[config.mk]
export PLATFORM = sky130hd
export DESIGN_NAME = fadd_share_arb
export DESIGN_NICKNAME = d
export VERILOG_FILES = /design/src/rtl/fadd_share_arb.sv
export SDC_FILE = /design/constraint.sdc
export NUM_CORES = 1
export LEC_CHECK = 0
export CORE_ASPECT_RATIO = 0.8
export CORE_MARGIN = 2
export CORE_UTILIZATION = 45
export DETAILED_ROUTE_END_ITERATION = 6
export HOLD_SLACK_MARGIN = 0.02
export PLACE_DENSITY = 0.84
export SLEW_MARGIN = 25
export SYNTH_ARGS = -nofsm -noshare
export SYNTH_HDL_FRONTEND = slang
export SYNTH_SLANG_ARGS = --single-unit
export TNS_END_PERCENT = 50
[constraint.sdc]
create_clock -name clk -period 13.4 [get_ports clk]
set_input_delay 3.35 -clock clk [delete_from_list [all_inputs] [get_ports clk]]
set_output_delay 3.35 -clock clk [all_outputs]
set_load 0.02 [all_outputs]
[src/rtl/fadd_share_arb.sv]
// fadd_share_arb: one combinational same-sign single-precision adder
// (sradd) time-shared by NREQ requesters. A round-robin arbiter feeds
// a two-stage pipeline that has backpressure. S1 holds the operands and
// S2 holds the sum. Each result leaves tagged with the id of the
// requester that issued it.
//
// Optional build macro: FADD_SHARE_STATS_EN. When it is defined,
// stat_ops counts output handshakes and saturates at 16'hFFFF. When it
// is not defined, stat_ops is tied to zero.
//
// Ports:
//   clk, rst_n   clock; asynchronous active-low reset
//   req_valid    per-requester operand valid
//   req_ready    per-requester accept (one-hot or zero)
//   req_a/req_b  operands; requester i owns bits [32i+31:32i]
//   res_valid    result valid (driven from S2)
//   res_ready    downstream accept
//   res_z        sum as an IEEE single-precision bit pattern
//   res_id       index of the requester that issued res_z
//   sign_err     sticky flag: an accepted pair had mismatched sign bits
//   stat_ops     completed-result counter (see macro above)
module fadd_share_arb #(
    parameter int NREQ = 4,
    parameter int IDW  = 2
) (
    input  logic               clk,
    input  logic               rst_n,
    input  logic [NREQ-1:0]    req_valid,
    output logic [NREQ-1:0]    req_ready,
    input  logic [NREQ*32-1:0] req_a,
    input  logic [NREQ*32-1:0] req_b,
    output logic               res_valid,
    input  logic               res_ready,
    output logic [31:0]        res_z,
    output logic [IDW-1:0]     res_id,
    output logic               sign_err,
    output logic [15:0]        stat_ops
);

    // The pipeline occupancy is the pair {s1_v, s2_v}.
    typedef enum logic [1:0] {
        EMPTY  = 2'b00,
        S2ONLY = 2'b01,
        S1ONLY = 2'b10,
        BOTH   = 2'b11
    } occ_t;

    occ_t            occ_q, occ_d;
    logic            s1_v, s2_v, adv1, adv2, fire;
    logic [IDW-1:0]  rr_ptr, gnt_id, s1_id, s2_id;
    logic [NREQ-1:0] hi_mask, cand, gnt_oh;
    logic [31:0]     sel_a, sel_b, s1_a, s1_b, s2_z, sum_z;

    // Adder for operands of the same sign. It uses round-to-nearest-even
    // and handles denormal inputs. Inf/NaN on the larger operand passes
    // through. Only the sign of the larger-magnitude operand is used, so a
    // pair with mismatched signs still produces a well-defined pattern.
    function automatic logic [31:0] sradd(input logic [31:0] x, input logic [31:0] y);
        logic [31:0] a, b;
        logic [7:0]  ea, eb_eff, d;
        logic [26:0] ma, mb, mb_sh, norm;
        logic [27:0] sum;
        logic [8:0]  e;
        logic [24:0] mant;
        logic        rnd;
        if (x[30:0] >= y[30:0]) begin a = x; b = y; end
        else                    begin a = y; b = x; end
        if (a[30:23] == 8'hFF) return a;
        // Two denormals: the fraction sum carries into the exponent field by itself.
        if (a[30:23] == 8'h00) return {a[31], a[30:0] + b[30:0]};
        ea     = a[30:23];
        eb_eff = (b[30:23] == 8'h00) ? 8'd1 : b[30:23];
        ma     = {1'b1, a[22:0], 3'b000};
        mb     = {(b[30:23] != 8'h00), b[22:0], 3'b000};
        d      = ea - eb_eff;
        // Bits shifted out are kept as a sticky bit in the LSB.
        if (d >= 8'd27) mb_sh = {26'b0, |mb};
        else            mb_sh = (mb >> d) | {26'b0, |(mb & ~(27'h7FF_FFFF << d))};
        sum = {1'b0, ma} + {1'b0, mb_sh};
        e   = {1'b0, ea};
        if (sum[27]) begin
            norm = {sum[27:2], sum[1] | sum[0]};
            e    = e + 9'd1;
        end else begin
            norm = sum[26:0];
        end
        rnd  = norm[2] & (norm[1] | norm[0] | norm[3]);
        mant = {1'b0, norm[26:3]} + {24'b0, rnd};
        if (mant[24]) begin
            mant = {1'b0, mant[24:1]};
            e    = e + 9'd1;
        end
        if (e >= 9'd255) return {a[31], 8'hFF, 23'b0};
        return {a[31], e[7:0], mant[22:0]};
    endfunction

    assign s1_v = occ_q[1];
    assign s2_v = occ_q[0];
    assign adv2 = ~s2_v | res_ready;
    assign adv1 = ~s1_v | adv2;

    // Round-robin: take the lowest valid index at or above rr_ptr. If there
    // is none, wrap around to the lowest valid index overall.
    always_comb begin
        // NOTE: every combinational output gets a default first, so no path leaves it unassigned and no latch is inferred.
        hi_mask = '0;
        gnt_oh  = '0;
        gnt_id  = '0;
        sel_a   = '0;
        sel_b   = '0;
        for (int i = 0; i < NREQ; i++) hi_mask[i] = (i >= int'(rr_ptr));
        cand = ((req_valid & hi_mask) != '0) ? (req_valid & hi_mask) : req_valid;
        for (int i = 0; i < NREQ; i++) begin
            if (gnt_oh == '0 && cand[i]) begin
                gnt_oh[i] = 1'b1;
                gnt_id    = IDW'(i);
            end
        end
        for (int i = 0; i < NREQ; i++) begin
            if (gnt_oh[i]) begin
                sel_a = req_a[32*i +: 32];
                sel_b = req_b[32*i +: 32];
            end
        end
    end

    // Grants are held off while reset is asserted, so req_ready reads zero then.
    assign req_ready = (adv1 && rst_n) ? gnt_oh : '0;
    assign fire      = |(req_valid & req_ready);

    always_comb begin
        occ_d = occ_q;
        unique case (occ_q)
            EMPTY:   occ_d = fire ? S1ONLY : EMPTY;
            S1ONLY:  occ_d = fire ? BOTH : S2ONLY;
            S2ONLY:  if (res_ready) occ_d = fire ? S1ONLY : EMPTY;
                     else           occ_d = fire ? BOTH : S2ONLY;
            BOTH:    if (res_ready) occ_d = fire ? BOTH : S2ONLY;
                     else           occ_d = BOTH;
            default: occ_d = EMPTY;
        endcase
    end

    assign sum_z = sradd(s1_a, s1_b);

    always_ff @(posedge clk or negedge rst_n) begin
        if (!rst_n) begin
            // NOTE: the datapath registers are reset as well, because res_z and res_id must read zero out of reset.
            occ_q    <= EMPTY;
            rr_ptr   <= '0;
            s1_a     <= '0;
            s1_b     <= '0;
            s1_id    <= '0;
            s2_z     <= '0;
            s2_id    <= '0;
            sign_err <= 1'b0;
        end else begin
            // NOTE: non-blocking updates let S2 capture the old S1 contents on the same edge that S1 reloads.
            occ_q <= occ_d;
            if (fire) begin
                s1_a   <= sel_a;
                s1_b   <= sel_b;
                s1_id  <= gnt_id;
                rr_ptr <= (gnt_id == IDW'(NREQ - 1)) ? '0 : gnt_id + 1'b1;
                if (sel_a[31] != sel_b[31]) sign_err <= 1'b1;
            end
            if (adv2 && s1_v) begin
                s2_z  <= sum_z;
                s2_id <= s1_id;
            end
        end
    end

    assign res_valid = s2_v;
    assign res_z     = s2_z;
    assign res_id    = s2_id;

`ifdef FADD_SHARE_STATS_EN
    logic [15:0] stat_q;
    always_ff @(posedge clk or negedge rst_n) begin
        if (!rst_n)                                           stat_q <= '0;
        else if (res_valid && res_ready && stat_q != 16'hFFFF) stat_q <= stat_q + 16'd1;
    end
    assign stat_ops = stat_q;
`else
    assign stat_ops = 16'h0000;
`endif

endmodule

==> reports/metrics.cfg, run 1 <==
[synth]
yosysUniqueCellTypes=92
ys_async_sr_fraction_pct=100
synth_most_common_cell=nand2_1
synthCells=1985
synth_top_area_share_pct=18.1
synth_seq_cells=105
synth_seq_area_share_pct=18.1
synth_edf_count=0
synth_ff_type=dfrtp_1
synthTopCellsByArea=dfrtp_1 (18%), ha_1 (8.5%), o21ai_0 (6.4%)
synth_common_cells=nand2_1 (228), o21ai_0 (186), a21oi_1 (176), nor2_1 (161), dfrtp_1 (105)
synth.avg_cell_area_sq_um=7.31
yosysWarnings=0
syn_area_sq_um=14500
synth_area_leader_cell=dfrtp_1

[clock_network]
cts_buffer_depth=2
cts.sinks=105
clk_latency_ps=380
clockRootBuffer=clkbuf_16
clk_pin_slew_ps=80
cts_buffers=9
h-tree-depth=3
post-cts-setup-buffers=0
cts_tree=yes
cts.repair.resized=0
holdBufCountCts=0

[die]
coreArea_sq_um=31600
rows=58
dieArea_sq_um=33700
die_h_um=165
initial_core_util_pct=46.0
die_w_um=205
io_pins=319

[worst_setup_path]
crit_type=flop to flop
start_kind=flop
cp.arrival_ps=12850
slowest_stage=o311a_1
cp.required_ps=13690
crit_fanout=16
critical-path-max-stage-delay_ps=750
path_common_cell=buf_4
crit_path_end_kind=flop

[layout]
fin_area_sq_um=18700
n_fill_cell=2902
area_delta_synth_final_pct=28.9
nets=2656
layout-drive-gt1-share_pct=8.67

[run_status]
status=complete, no violations

[detailed_routing]
routed_via_density=6.63
post_drt_wl_per_cell_um=25.7
antenna_left=0
first_pass_iters=7
routed_wl_um=69800
vias=18000
drtIter0Drc=2134
drc=0

[global_route]
antenna_found_initial=1
grt_use_total_pct=40.8
overflow=0
grt_pass1_vias=17000
grt_max_degree=136
grt_pass1_wl_um=104000

[sta]
finalSetupTns_ps=0
rsz0062_at_grt=false
slew_headroom_pct=42.4
layout_min_cycle_time_ps=12570
setup_violations=0
hold_violations=0
fin_crit_sh_pct=93.8
whs_ps=476
fin_skew_ps=8.95
slew_viol_final=0
worstMarginPinSlew_ps=858
layout_setup_ws_ps=833
max_freq_mhz=79.6

[placed_design]
postPlaceCellArea_sq_um=18400
dp_slack_ps=1360
dp_hpwl_um=55900
gp_congestion=1.04
port_buffers=302

[hold_path]
hp-class=flop to flop

[run]
maxCapViolCount=0

## metal layers
layer  routed length [um]  part of all wire [%]  global-route usage (%)
met2                30100                    43                    63.8
met1                27800                    40                    53.6
met4                 2830                   4.1                    14.6
met5                   48                 0.069                    1.93
met3                 9080                    13                    11.6
## layout by cell type, fill, tap and decap left out, types with 51 or more instances in the layout
| cell type | instances |
|---|---|
| nor2_1 | 161 |
| nor3_1 | 51 |
| nand3_1 | 62 |
| o21ai_0 | 186 |
| ha_1 | 98 |
| a22o_1 | 66 |
| a221oi_1 | 69 |
| clkdlybuf4s50_1 | 301 |
| inv_1 | 98 |
| dfrtp_1 | 105 |
| a21oi_1 | 176 |
| xnor2_1 | 59 |
| buf_4 | 118 |
| nand2_1 | 227 |
## cell families (layout without fill, tap and decap cells)
family | count (synthesis) | count (layout) | synth area share (%)
DFF | 105 | 105 | 18.1
adders and majority gates | 102 | 102 | 8.95
and+or+nand+nor | 649 | 649 | 20.7
AOI/OAI and AO/OA | 753 | 753 | 34.8
muxes | 48 | 48 | 5.35
other | 1 | 17 | 0.0258
xor gates and xnor gates | 87 | 87 | 5.25
buffers and inverters | 240 | 535 | 6.81
## flip-flops by register name, indices dropped and copies added (netlist names)
register  cells
res_z        32
s1_a         32
s1_b         32
occ_q         2
res_id        2
rr_ptr        2
s1_id         2
sign_err      1
## final timing paths
check	start	to	slack, ps	depth (start not counted)
max	s1_b[26]	res_z[15]	830	48
max reg2reg	s1_b[26]	res_z[15]	830	48
min in group asynchronous	rst_n	s1_b[22]	3250	2
min reg2reg	s1_id[0]	res_id[0]	480	2
min	s1_id[0]	res_id[0]	480	2
max in group asynchronous	rst_n	s1_b[13]	8990	3
## metrics by stage
step	utilization [%]	instances
floorplan	-	2000
global placement	58.4	2700
detailed placement	58.4	2700
CTS	59.3	2715
global route	59.3	2715
finish	59.3	2716
## area by class of cell
class	instances	area (sq um)	area share [%]
multi-input combinational	1655	11000	58.8
antenna	1	2.50	0.0134
clock buffer	10	229	1.22
tap	420	526	2.81
timing repair buffer	420	3910	20.9
sequential	105	2630	14.0
inverter	100	375	2.01
clock inverter	5	38.8	0.207
## worst max-delay path, delay by kind of cell (launching register included)
kind                     cells  cell delay [ps]
XOR/XNOR                     1              250
AO/OA/AOI/OAI               16             4110
flip-flops                   1              480
AND/OR/NAND/NOR             20             4900
adder cells (fa/ha/maj)      5             1740
buffers and inverters        6              990
Power of run 1 is left out: the tool's default activity adds up to more than one toggle a clock period on the data nets, which glitch-free logic cannot reach.
==> inputs of run 2 (changes only) <==
--- a/config.mk
+++ b/config.mk
@@ -7,10 +7,11 @@
 export LEC_CHECK = 0
 export CORE_ASPECT_RATIO = 0.8
 export CORE_MARGIN = 2
-export CORE_UTILIZATION = 45
+export CORE_UTILIZATION = 53
 export DETAILED_ROUTE_END_ITERATION = 6
 export HOLD_SLACK_MARGIN = 0.02
-export PLACE_DENSITY = 0.84
+export PLACE_DENSITY = 0.95
+export SKIP_LAST_GASP = 1
 export SLEW_MARGIN = 25
 export SYNTH_ARGS = -nofsm -noshare
 export SYNTH_HDL_FRONTEND = slang
==> run 2 against run 1 <==
The run now ends with design-rule violations left. Die area decreased by 15%. Maximum frequency is 0.15% lower. Clock skew is 1.5 ps higher. Flip-flop and latch count is the same. Non-clock buffer count shrank 26. Count of clock-buffer cells in the layout shrank 1. Hold slack improved by 3.9 ps. Critical path depth decreased by 6. Setup slack got worse by 19 ps. Final cell count fell by 3.0%. Critical path type unchanged. Critical endpoint is now res_z[9].
==> reports/metrics.cfg, run 2 (same netlist as run 1, synthesis figures left out) <==
[detailed_routing]
routed_via_density=6.90  ; was 6.63
first_pass_iters=7  ; unchanged
vias=18200  ; was 18,000
routed_wl_um=66600  ; was 69,800 um
post_drt_wl_per_cell_um=25.3  ; was 25.7 um
antenna_left=0  ; unchanged
drtIter0Drc=2455  ; was 2,134
drc=4  ; was 0

[global_route]
antenna_found_initial=1  ; unchanged
overflow=0  ; unchanged
grt_use_total_pct=44.9  ; was 40.8%
grt_pass1_wl_um=100000  ; was 104,000 um
grt_max_degree=87  ; was 136
grt_pass1_vias=17200  ; was 17,000

[sta]
setup_violations=0  ; unchanged
finalSetupTns_ps=0  ; unchanged
worstMarginPinSlew_ps=934  ; was 858 ps
rsz0062_at_grt=false  ; unchanged
slew_viol_final=0  ; unchanged
layout_setup_ws_ps=814  ; was 833 ps
max_freq_mhz=79.5  ; was 79.6 MHz
fin_skew_ps=10.4  ; was 8.95 ps
slew_headroom_pct=37.5  ; was 42.4%
fin_crit_sh_pct=93.9  ; was 93.8%
layout_min_cycle_time_ps=12590  ; was 12,570 ps
hold_violations=0  ; unchanged

[die]
io_pins=319  ; unchanged
dieArea_sq_um=28700  ; was 33,700 sq um
initial_core_util_pct=53.6  ; was 46.0%
die_w_um=189  ; was 205 um
rows=54  ; was 58
die_h_um=152  ; was 165 um
coreArea_sq_um=27100  ; was 31,600 sq um

[clock_network]
post-cts-setup-buffers=0  ; unchanged
cts_buffer_depth=2  ; unchanged
clk_latency_ps=380  ; about the same
cts.sinks=105  ; unchanged
cts_buffers=9  ; unchanged
cts_tree=yes  ; unchanged
cts.repair.resized=0  ; unchanged
h-tree-depth=3  ; unchanged
clk_pin_slew_ps=80  ; about the same
clockRootBuffer=clkbuf_16  ; unchanged
holdBufCountCts=0  ; unchanged

[placed_design]
dp_slack_ps=1350  ; was 1360 ps
port_buffers=302  ; unchanged
gp_congestion=1.09  ; was 1.04
dp_hpwl_um=52700  ; was 55,900 um

[run]
maxCapViolCount=0  ; unchanged

[worst_setup_path]
cp.arrival_ps=12860  ; was 12,850 ps
path_buf_inv=3  ; was 6
start_kind=flop  ; unchanged
slowest_stage=o311a_1  ; unchanged
cp.required_ps=13670  ; was 13,690 ps
critPathTopFamily=simple AND/OR/NAND/NOR gates  ; unchanged
critical-path-max-stage-delay_ps=840  ; was 750 ps
crit_path_end_kind=flop  ; unchanged
crit_fanout=22  ; was 16
rrSetupSlack_ps=810  ; was 830 ps
crit_type=flop to flop  ; unchanged

[layout]
layout_commonest_cell=clkdlybuf4s50_1  ; unchanged
final_cell_mix=clkdlybuf4s50_1 (301), nand2_1 (227), o21ai_0 (186)  ; unchanged
area_delta_synth_final_pct=27.5  ; was 28.9%
n_antenna_cell=0  ; was 1
nets=2630  ; was 2,656
layout-drive-gt1-share_pct=7.75  ; was 8.67%

[run_status]
status=finished with violations  ; was complete, no violations
violations=design-rule violations

[hold_path]
hp-class=flop to flop  ; unchanged

[run 2: final timing paths]
| check | from | to | cells after the start |
|---|---|---|---|
| hold reg to reg | res_z[25] | res_z[25] | 1 |
| setup / recovery | s1_b[26] | res_z[9] | 42 |
| min in group asynchronous | rst_n | res_z[27] | 1 |
| hold / removal | res_z[25] | res_z[25] | 1 |
| max in group asynchronous | rst_n | occ_q[1] | 2 |
| setup reg to reg | s1_b[26] | res_z[9] | 42 |
[run 2: area by class of cell]
class,count,area [sq um]
clock buffers,9,225
clock inverters,7,95.1
fillers,2295,8590
multi-input cells,1655,11000
inverters,100,375
flip-flops and latches,105,2630
well taps,364,455
repair buffers,394,3710
[run 2: metrics by stage]
step / utilization (%) / hold slack (ps) / area, sq um / std cells
after CTS: 68.3 / 483 / 18500 / 2634
after detailed placement: 67.1 / 466 / 18200 / 2618
after global placement: 67.1 / 443 / 18200 / 2618
after global routing: 68.3 / 493 / 18500 / 2634
after floorplan: - / 433 / 14600 / 2000
final: 68.3 / 480 / 18500 / 2634
[run 2: metal layers]
layer	global-route usage, %	vias to the layer above	wire length [um]	share of wire, %
met5	0	-	0	0
met4	19.0	0	3270	4.9
met3	11.0	254	8990	13
met2	69.5	1446	28900	43
met1	59.7	8516	25400	38
li1	-	7954	-	-
Power of run 2 is left out for the same reason.
==> inputs of run 3 (changes only) <==
--- a/config.mk
+++ b/config.mk
@@ -8,6 +8,7 @@
 export CORE_ASPECT_RATIO = 0.8
 export CORE_MARGIN = 2
 export CORE_UTILIZATION = 53
+export CTS_CLUSTER_DIAMETER = 200
 export DETAILED_ROUTE_END_ITERATION = 6
 export HOLD_SLACK_MARGIN = 0.02
 export PLACE_DENSITY = 0.95
==> results of run 3 <==
The final DEF is identical to that of run 2; final timing and power are the same.
Power of run 3 is left out for the same reason.
